## src/rtl/caravel_sram_scan_ctrl_pkg.sv

```systemverilog
// Shared definitions for the OpenRAM test-chip scan controller: chain geometry,
// field positions, reset image and the default macro population masks.
package caravel_sram_scan_ctrl_pkg;

    localparam int CHAIN_W = 112;

    // Field positions inside the serial chain (MSB is shifted out first).
    localparam int SEL_MSB    = 111;
    localparam int SEL_LSB    = 108;
    localparam int ADDR0_MSB  = 107;
    localparam int ADDR0_LSB  = 92;
    localparam int DIN0_MSB   = 91;
    localparam int DIN0_LSB   = 60;
    localparam int CSB0_BIT   = 59;
    localparam int WEB0_BIT   = 58;
    localparam int WMASK0_MSB = 57;
    localparam int WMASK0_LSB = 54;
    localparam int ADDR1_MSB  = 53;
    localparam int ADDR1_LSB  = 38;
    localparam int DIN1_MSB   = 37;
    localparam int DIN1_LSB   = 6;
    localparam int CSB1_BIT   = 5;
    localparam int WEB1_BIT   = 4;
    localparam int WMASK1_MSB = 3;
    localparam int WMASK1_LSB = 0;

    localparam int NUM_SRAMS_DEF = 16;
    localparam int ADDR_W_DEF    = 16;
    localparam int DATA_W_DEF    = 32;

    // Slots 0-6 carry dual-port macros, slots 8-10 single-port ones.
    localparam logic [15:0] DUAL_PORT_MASK_DEF   = 16'h007F;
    localparam logic [15:0] SINGLE_PORT_MASK_DEF = 16'h0700;

    // Both chip selects idle (high) out of reset, everything else zero.
    localparam logic [CHAIN_W-1:0] CHAIN_RST =
        (CHAIN_W'(1) << CSB0_BIT) | (CHAIN_W'(1) << CSB1_BIT);

    // Decoded view of the chain, same order as the bit map above.
    typedef struct packed {
        logic [3:0]  sel;
        logic [15:0] addr0;
        logic [31:0] din0;
        logic        csb0;
        logic        web0;
        logic [3:0]  wmask0;
        logic [15:0] addr1;
        logic [31:0] din1;
        logic        csb1;
        logic        web1;
        logic [3:0]  wmask1;
    } scan_cmd_t;

endpackage

```

## src/rtl/caravel_sram_scan_ctrl_if.sv

```systemverilog
// GPIO scan pins plus the SRAM macro bus of the scan controller.
interface caravel_sram_scan_ctrl_if
    import caravel_sram_scan_ctrl_pkg::*;
#(
    parameter int NUM_SRAMS = NUM_SRAMS_DEF,
    parameter int ADDR_W    = ADDR_W_DEF,
    parameter int DATA_W    = DATA_W_DEF
) ();

    logic                          scan_en;
    logic                          sram_load;
    logic                          global_csb;
    logic                          sdi;
    logic                          sdo;
    logic [NUM_SRAMS-1:0]          sram_csb0;
    logic [NUM_SRAMS-1:0]          sram_csb1;
    logic                          sram_web0;
    logic                          sram_web1;
    logic [3:0]                    sram_wmask0;
    logic [3:0]                    sram_wmask1;
    logic [ADDR_W-1:0]             sram_addr0;
    logic [ADDR_W-1:0]             sram_addr1;
    logic [DATA_W-1:0]             sram_din0;
    logic [DATA_W-1:0]             sram_din1;
    logic [NUM_SRAMS*DATA_W-1:0]   sram_dout0;
    logic [NUM_SRAMS*DATA_W-1:0]   sram_dout1;

    // Driver side: GPIO pins and the SRAM read-data return.
    modport master (
        output scan_en, sram_load, global_csb, sdi, sram_dout0, sram_dout1,
        input  sdo, sram_csb0, sram_csb1, sram_web0, sram_web1,
               sram_wmask0, sram_wmask1, sram_addr0, sram_addr1,
               sram_din0, sram_din1
    );

    // Controller side.
    modport slave (
        input  scan_en, sram_load, global_csb, sdi, sram_dout0, sram_dout1,
        output sdo, sram_csb0, sram_csb1, sram_web0, sram_web1,
               sram_wmask0, sram_wmask1, sram_addr0, sram_addr1,
               sram_din0, sram_din1
    );

endinterface

```

## src/rtl/caravel_sram_scan_ctrl_chain.sv

```systemverilog
// 112-bit command/response chain: serial shift from sdi, or parallel reload of
// the two din fields with captured read data. Reload wins over shifting.
module sram_scan_chain
    import caravel_sram_scan_ctrl_pkg::*;
#(
    parameter int DATA_W = DATA_W_DEF
) (
    input  logic               clock,
    input  logic               resetb,
    input  logic               shift_en,
    input  logic               load_en,
    input  logic               sdi,
    input  logic               load0,
    input  logic               load1,
    input  logic [DATA_W-1:0]  load0_data,
    input  logic [DATA_W-1:0]  load1_data,
    output logic [CHAIN_W-1:0] chain
);

    // Reload only the din fields of ports that performed a read; every other
    // field keeps its value so the command image comes back unchanged.
    always_ff @(posedge clock or negedge resetb) begin
        if (!resetb) begin
            chain <= CHAIN_RST;
        end else if (load_en) begin
            if (load0) chain[DIN0_MSB:DIN0_LSB] <= load0_data;
            if (load1) chain[DIN1_MSB:DIN1_LSB] <= load1_data;
        end else if (shift_en) begin
            chain <= {chain[CHAIN_W-2:0], sdi};
        end
    end

endmodule

```

## src/rtl/caravel_sram_scan_ctrl.sv

```systemverilog
// Scan-chain controller for the OpenRAM test chip: decodes the chain into
// per-macro chip selects on a global strobe, tracks reads, captures the
// selected macro's read data one cycle later and hands it back to the chain.
module caravel_sram_scan_ctrl
    import caravel_sram_scan_ctrl_pkg::*;
#(
    parameter int                   NUM_SRAMS        = NUM_SRAMS_DEF,
    parameter int                   ADDR_W           = ADDR_W_DEF,
    parameter int                   DATA_W           = DATA_W_DEF,
    parameter logic [NUM_SRAMS-1:0] DUAL_PORT_MASK   = DUAL_PORT_MASK_DEF,
    parameter logic [NUM_SRAMS-1:0] SINGLE_PORT_MASK = SINGLE_PORT_MASK_DEF
) (
    input  logic                     clock,
    input  logic                     resetb,
    caravel_sram_scan_ctrl_if.slave  bus
);

    logic [CHAIN_W-1:0]   chain;
    scan_cmd_t            cmd;
    logic [ADDR_W-1:0]    addr0;
    logic [ADDR_W-1:0]    addr1;
    logic                 access;
    logic                 dual;
    logic                 populated;
    logic [NUM_SRAMS-1:0] csb0_n;
    logic [NUM_SRAMS-1:0] csb1_n;

    logic                 pending;
    logic                 rd0_q;
    logic                 rd1_q;
    logic [3:0]           sel_q;
    logic [DATA_W-1:0]    dout0_q;
    logic [DATA_W-1:0]    dout1_q;

    logic [DATA_W-1:0]    dout0_slot [NUM_SRAMS];
    logic [DATA_W-1:0]    dout1_slot [NUM_SRAMS];

    assign cmd   = scan_cmd_t'(chain);
    assign addr0 = cmd.addr0;
    assign addr1 = cmd.addr1;

    // A strobe during shifting is ignored so a half-loaded command never fires.
    assign access    = !bus.global_csb && !bus.scan_en;
    assign dual      = DUAL_PORT_MASK[cmd.sel];
    assign populated = DUAL_PORT_MASK[cmd.sel] | SINGLE_PORT_MASK[cmd.sel];

    for (genvar g = 0; g < NUM_SRAMS; g++) begin : g_slot
        assign dout0_slot[g] = bus.sram_dout0[g*DATA_W +: DATA_W];
        assign dout1_slot[g] = bus.sram_dout1[g*DATA_W +: DATA_W];
    end

    sram_scan_chain #(
        .DATA_W (DATA_W)
    ) u_chain (
        .clock      (clock),
        .resetb     (resetb),
        .shift_en   (bus.scan_en),
        .load_en    (bus.sram_load),
        .sdi        (bus.sdi),
        .load0      (rd0_q),
        .load1      (rd1_q),
        .load0_data (dout0_q),
        .load1_data (dout1_q),
        .chain      (chain)
    );

    // Route the chain csb fields to the selected macro only; port 1 exists
    // only on dual-port slots and unpopulated slots get no select at all.
    always_comb begin
        csb0_n = '1;
        csb1_n = '1;
        if (access && populated) begin
            csb0_n[cmd.sel] = cmd.csb0;
            if (dual) csb1_n[cmd.sel] = cmd.csb1;
        end
    end

    assign bus.sdo         = chain[CHAIN_W-1];
    assign bus.sram_csb0   = csb0_n;
    assign bus.sram_csb1   = csb1_n;
    assign bus.sram_web0   = cmd.web0;
    assign bus.sram_web1   = cmd.web1;
    assign bus.sram_wmask0 = cmd.wmask0;
    assign bus.sram_wmask1 = cmd.wmask1;
    assign bus.sram_addr0  = addr0;
    assign bus.sram_addr1  = addr1;
    assign bus.sram_din0   = cmd.din0;
    assign bus.sram_din1   = cmd.din1;

    // Remember which ports read on an access, then capture the macro output
    // on the next edge, once the SRAM has driven its registered read data.
    always_ff @(posedge clock or negedge resetb) begin
        if (!resetb) begin
            pending <= 1'b0;
            rd0_q   <= 1'b0;
            rd1_q   <= 1'b0;
            sel_q   <= '0;
            dout0_q <= '0;
            dout1_q <= '0;
        end else begin
            if (pending) begin
                if (rd0_q) dout0_q <= dout0_slot[sel_q];
                if (rd1_q) dout1_q <= dout1_slot[sel_q];
            end
            pending <= access;
            if (access) begin
                rd0_q <= !cmd.csb0 && cmd.web0;
                rd1_q <= !cmd.csb1 && cmd.web1 && dual;
                sel_q <= cmd.sel;
            end
        end
    end

endmodule

```

## src/flat_wrapper.sv

```systemverilog
// flat-port wrapper written by rule: the top's interface ports become plain ports
module caravel_sram_scan_ctrl_flat import caravel_sram_scan_ctrl_pkg::*;
#(
    parameter int                   NUM_SRAMS        = NUM_SRAMS_DEF,
    parameter int                   ADDR_W           = ADDR_W_DEF,
    parameter int                   DATA_W           = DATA_W_DEF,
    parameter logic [NUM_SRAMS-1:0] DUAL_PORT_MASK   = DUAL_PORT_MASK_DEF,
    parameter logic [NUM_SRAMS-1:0] SINGLE_PORT_MASK = SINGLE_PORT_MASK_DEF
)
  (clock, resetb, bus_scan_en, bus_sram_load, bus_global_csb, bus_sdi, bus_sram_dout0, bus_sram_dout1, bus_sdo, bus_sram_csb0, bus_sram_csb1, bus_sram_web0, bus_sram_web1, bus_sram_wmask0, bus_sram_wmask1, bus_sram_addr0, bus_sram_addr1, bus_sram_din0, bus_sram_din1);
  caravel_sram_scan_ctrl_if #(.NUM_SRAMS(NUM_SRAMS), .ADDR_W(ADDR_W), .DATA_W(DATA_W)) bus_i ();
  input  logic clock;
  input  logic resetb;
  input wire logic [$bits(bus_i.scan_en)-1:0] bus_scan_en;
  input wire logic [$bits(bus_i.sram_load)-1:0] bus_sram_load;
  input wire logic [$bits(bus_i.global_csb)-1:0] bus_global_csb;
  input wire logic [$bits(bus_i.sdi)-1:0] bus_sdi;
  input wire logic [$bits(bus_i.sram_dout0)-1:0] bus_sram_dout0;
  input wire logic [$bits(bus_i.sram_dout1)-1:0] bus_sram_dout1;
  output wire logic [$bits(bus_i.sdo)-1:0] bus_sdo;
  output wire logic [$bits(bus_i.sram_csb0)-1:0] bus_sram_csb0;
  output wire logic [$bits(bus_i.sram_csb1)-1:0] bus_sram_csb1;
  output wire logic [$bits(bus_i.sram_web0)-1:0] bus_sram_web0;
  output wire logic [$bits(bus_i.sram_web1)-1:0] bus_sram_web1;
  output wire logic [$bits(bus_i.sram_wmask0)-1:0] bus_sram_wmask0;
  output wire logic [$bits(bus_i.sram_wmask1)-1:0] bus_sram_wmask1;
  output wire logic [$bits(bus_i.sram_addr0)-1:0] bus_sram_addr0;
  output wire logic [$bits(bus_i.sram_addr1)-1:0] bus_sram_addr1;
  output wire logic [$bits(bus_i.sram_din0)-1:0] bus_sram_din0;
  output wire logic [$bits(bus_i.sram_din1)-1:0] bus_sram_din1;
  assign bus_i.scan_en = bus_scan_en;
  assign bus_i.sram_load = bus_sram_load;
  assign bus_i.global_csb = bus_global_csb;
  assign bus_i.sdi = bus_sdi;
  assign bus_i.sram_dout0 = bus_sram_dout0;
  assign bus_i.sram_dout1 = bus_sram_dout1;
  assign bus_sdo = bus_i.sdo;
  assign bus_sram_csb0 = bus_i.sram_csb0;
  assign bus_sram_csb1 = bus_i.sram_csb1;
  assign bus_sram_web0 = bus_i.sram_web0;
  assign bus_sram_web1 = bus_i.sram_web1;
  assign bus_sram_wmask0 = bus_i.sram_wmask0;
  assign bus_sram_wmask1 = bus_i.sram_wmask1;
  assign bus_sram_addr0 = bus_i.sram_addr0;
  assign bus_sram_addr1 = bus_i.sram_addr1;
  assign bus_sram_din0 = bus_i.sram_din0;
  assign bus_sram_din1 = bus_i.sram_din1;
  caravel_sram_scan_ctrl #(.NUM_SRAMS(NUM_SRAMS), .ADDR_W(ADDR_W), .DATA_W(DATA_W), .DUAL_PORT_MASK(DUAL_PORT_MASK), .SINGLE_PORT_MASK(SINGLE_PORT_MASK)) u_core (.clock(clock), .resetb(resetb), .bus(bus_i));
endmodule
```

## config.mk

```make
export PLATFORM = sky130hd
export DESIGN_NAME = caravel_sram_scan_ctrl_flat
export DESIGN_NICKNAME = d
export VERILOG_FILES = /design/src/rtl/caravel_sram_scan_ctrl_pkg.sv /design/src/rtl/caravel_sram_scan_ctrl_if.sv /design/src/rtl/caravel_sram_scan_ctrl_chain.sv /design/src/rtl/caravel_sram_scan_ctrl.sv /design/src/flat_wrapper.sv
export SDC_FILE = /design/constraint.sdc
export NUM_CORES = 1
export LEC_CHECK = 0
export ABC_AREA = 1
export BUFFER_PORTS_ARGS = -buffer_cell sky130_fd_sc_hd__buf_2
export CAP_MARGIN = 20
export CORE_AREA = 10 10 452 454
export CTS_BUF_LIST = sky130_fd_sc_hd__clkbuf_4 sky130_fd_sc_hd__clkbuf_8 sky130_fd_sc_hd__clkbuf_16
export CTS_CLUSTER_DIAMETER = 100
export DETAILED_ROUTE_END_ITERATION = 16
export DIE_AREA = 0 0 462 464
export PLACE_DENSITY = 0.34
export SKIP_CTS_REPAIR_TIMING = 1
export SYNTH_ARGS = -nofsm -noshare
export SYNTH_HDL_FRONTEND = slang
export SYNTH_HIERARCHICAL = 1
export SYNTH_SLANG_ARGS = --single-unit
```

## constraint.sdc

```tcl
create_clock -name clock -period 1.85 [get_ports clock]
set_clock_uncertainty 0.15 [all_clocks]
set_input_delay 0 -clock clock [delete_from_list [all_inputs] [get_ports clock]]
set_output_delay 0 -clock clock [all_outputs]
set_load 0.05 [all_outputs]
```

==> results.sh <==
export IMPL_hold_viol_final=45
export IMPL_mappedNetlistArea_um2=18800
export IMPL_ff2ff_setup_slack_ns=-0.27
export IMPL_post_route_period_util_pct=115
export IMPL_relSlewSlack_pct=31.5
export IMPL_port_buffers=1153
export IMPL_combPwrFrac_pct=48.3
export IMPL_ant_nets=0
export IMPL_htree_levels=4
export IMPL_cp_required_ns=2.20
export IMPL_worstHoldEndpoint="u_core/dout0_q[1]"
export IMPL_crit_slowest_cell="dlygate4sd3_1"
export IMPL_reg2reg_from="u_core/sel_q[0]"
export IMPL_path_clk_slew_ns=0.09
export IMPL_cap_violations=0
export IMPL_rr_worst_depth=11
export IMPL_drt_iter0_drc=2082
export IMPL_rows=162
export IMPL_yosys_area_share_simple_pct=63.7
export IMPL_yosysUniqueCellTypes=22
export IMPL_grt_max_degree=114
export IMPL_finalNetCount=6311
export IMPL_synth_compound_area_share_pct=0.107
export IMPL_path_cells="buf_6 > buf_12 > dlygate4sd3_1 > buf_12 > dlygate4sd3_1 > nand3_1 > nand2_1"
export IMPL_gp_congestion=0.902
export IMPL_ys_seq_elements=183
export IMPL_start_util_pct=9.65
export IMPL_power_uw=19300
export IMPL_cp_arrival_ns=2.49
export IMPL_synth_top_family_by_area="simple AND/OR/NAND/NOR gates"
export IMPL_placed_cells=7134
export IMPL_tightest_slew_ns=1.02
export IMPL_cts_buffers=17
export IMPL_netlist_instances=3441
export IMPL_drive_above_1_share_pct=32.0
export IMPL_hold_depth=9
export IMPL_synth_warnings=6
export IMPL_die_y_um=464
export IMPL_routedWlPerCell_um=24.4
export IMPL_ys_seq_area_share_pct=24.4
export IMPL_hpwl_um=154000
export IMPL_setup_viol=83
export IMPL_vdd_drop_max_mv=0.699
export IMPL_layout_setup_ws_ns=-0.286
export IMPL_end_kind="register"
export IMPL_core_area_um2=195000
export IMPL_cts_tree="yes"
export IMPL_die_area_um2=214000
export IMPL_p_clk_share_pct=22.0
export IMPL_crit_type="input port to register"
export IMPL_synth_xor_area_share_pct=0
export IMPL_cp_max_fo=8
export IMPL_switchingPower_uw=9140
export IMPL_drc=0
export IMPL_rsz0062_at_grt="true"
export IMPL_grt_pass1_wl_um=242000
export IMPL_cellLeakagePower_uw=0.0195
export IMPL_cts_root_buf="clkbuf_16"
export IMPL_seqPwrFrac_pct=29.7
export IMPL_failed_checks="negative hold slack, negative setup slack"
export IMPL_swShare_pct=47.4
export IMPL_fmax_mhz=468
export IMPL_start_kind="input port"
export IMPL_synthAdderAreaFrac_pct=0
export IMPL_slowest_delay_ns=1.24
export IMPL_finalCriticalPeriod_ns=2.14
export IMPL_die_w_um=462
export IMPL_drtPass1Iterations=6
export IMPL_clk_latency_ns=0.56
export IMPL_hp_class="input port to register"
export IMPL_gr_total_overflow=0
export IMPL_area_delta_synth_final_pct=101
export IMPL_cts_sinks=183
export IMPL_antenna_found_initial=97
export IMPL_min_from="bus_sram_dout0[385]"
export IMPL_grt_pass1_vias=29153
export IMPL_internal_power_uw=10200
export IMPL_drv_slew=0
export IMPL_via_per_inst=3.91
export IMPL_utilization_pct=19.4
export IMPL_r2r_end="u_core/dout1_q[1]"
export IMPL_status="finished with violations"
export IMPL_holdWs_ns=-0.0785
export IMPL_grt_usage_pct=16.1
export IMPL_routed_wl_um=192000
export IMPL_setup_tns_ns=-14.06
export IMPL_ios=1169
export IMPL_avgSynthCellArea_um2=5.46
export IMPL_ctsLongestPathBuffers=2
export IMPL_finalNonFillerCells=7874
export IMPL_p_per_area_nw_per_um2=512
export IMPL_synthMuxAreaShare_pct=0
export IMPL_vias=30761
## sequential cells by signal (all words and copies together) (netlist names)
register,cells
u_core/u_chain/chain,112
u_core/dout0_q,32
u_core/dout1_q,32
u_core/sel_q,4
u_core/pending,1
u_core/rd0_q,1
u_core/rd1_q,1
## power groups by stage
stage	clock [uW]	sequential [uW]	combinational, uW
after floorplan	0	6840	2470
after global placement	0	5910	8110
after detailed placement	0	5920	8080
after CTS	4550	5840	8110
after global routing	4630	5880	10100
final	4240	5730	9320
## cell families (layout without fill, tap and decap cells)
family,Yosys count,count (layout)
AOI/OAI and AO/OA,4,4
buffers and inverters,371,2210
DFF,183,183
other,1,53
and+or+nand+nor,2882,2882
## cells in the mapped netlist (all sizes together)
library cell | instances | area (um^2)
a21oi | 2 | 10.0
buf | 251 | 1750
clkbuf | 37 | 146
conb | 1 | 3.75
dfrtp | 181 | 4530
dfstp | 2 | 52.6
inv | 83 | 319
nand2 | 1782 | 6690
nand3 | 893 | 4470
nor2 | 203 | 777
nor3 | 4 | 25.0
o21ai | 2 | 10.0
## worst max-delay path: cells and delay by family
family                 cells  cell delay [ns]
buffers and inverters      5             2.28
AND/OR/NAND/NOR            2             0.20
## area by class of cell
cell class / count / area (um^2)
Antenna cell: 38 / 95.1
Clock buffer: 18 / 439
Clock inverter: 14 / 159
Fill cell: 22494 / 157000
Inverter: 83 / 355
Multi-Input combinational cell: 2901 / 12800
Sequential cell: 183 / 4600
Tap cell: 2542 / 3180
Timing Repair Buffer: 2094 / 16000
Timing Repair inverter: 1 / 11.3
## layout by cell type, fill, tap and decap left out, types with 9 or more instances in the layout
cell	n
buf_12	71
buf_16	11
buf_2	1136
buf_4	183
buf_6	41
clkbuf_16	31
conb_1	15
dfrtp_1	175
diode_2	38
dlygate4sd3_1	630
inv_1	71
inv_8	9
nand2_1	1720
nand2_2	53
nand3_1	790
nand3_2	101
nor2_1	194
## through the flow
step | cell area [um^2] | setup slack (ns)
floorplan | 18800 | 0.0154
global placement | 28900 | -0.485
detailed placement | 28900 | -0.484
CTS | 29500 | -0.546
global route | 37700 | -0.393
finish | 37700 | -0.286
## metal layers
layer,GRT usage (%),vias to the layer above,share of wire [%]
li1,-,14651,-
met3,3.83,249,6.7
met4,2.70,34,2.0
met5,0,-,0.11
met1,18.7,14530,40
met2,29.9,1297,51
## worst max path at each step
stage	from	endpoint	slack, ns
after floorplan	u_core/u_chain/chain[111]	bus_sram_csb0[10]	0.02
after global placement	u_core/sel_q[0]	u_core/dout1_q[29]	-0.49
after detailed placement	u_core/sel_q[0]	u_core/dout1_q[29]	-0.48
after CTS	u_core/u_chain/chain[110]	bus_sram_csb0[10]	-0.55
after global routing	u_core/sel_q[0]	u_core/dout1_q[22]	-0.39
final	bus_scan_en	u_core/u_chain/chain[5]	-0.29
No activity file was read; power rests on OpenSTA's default activity.
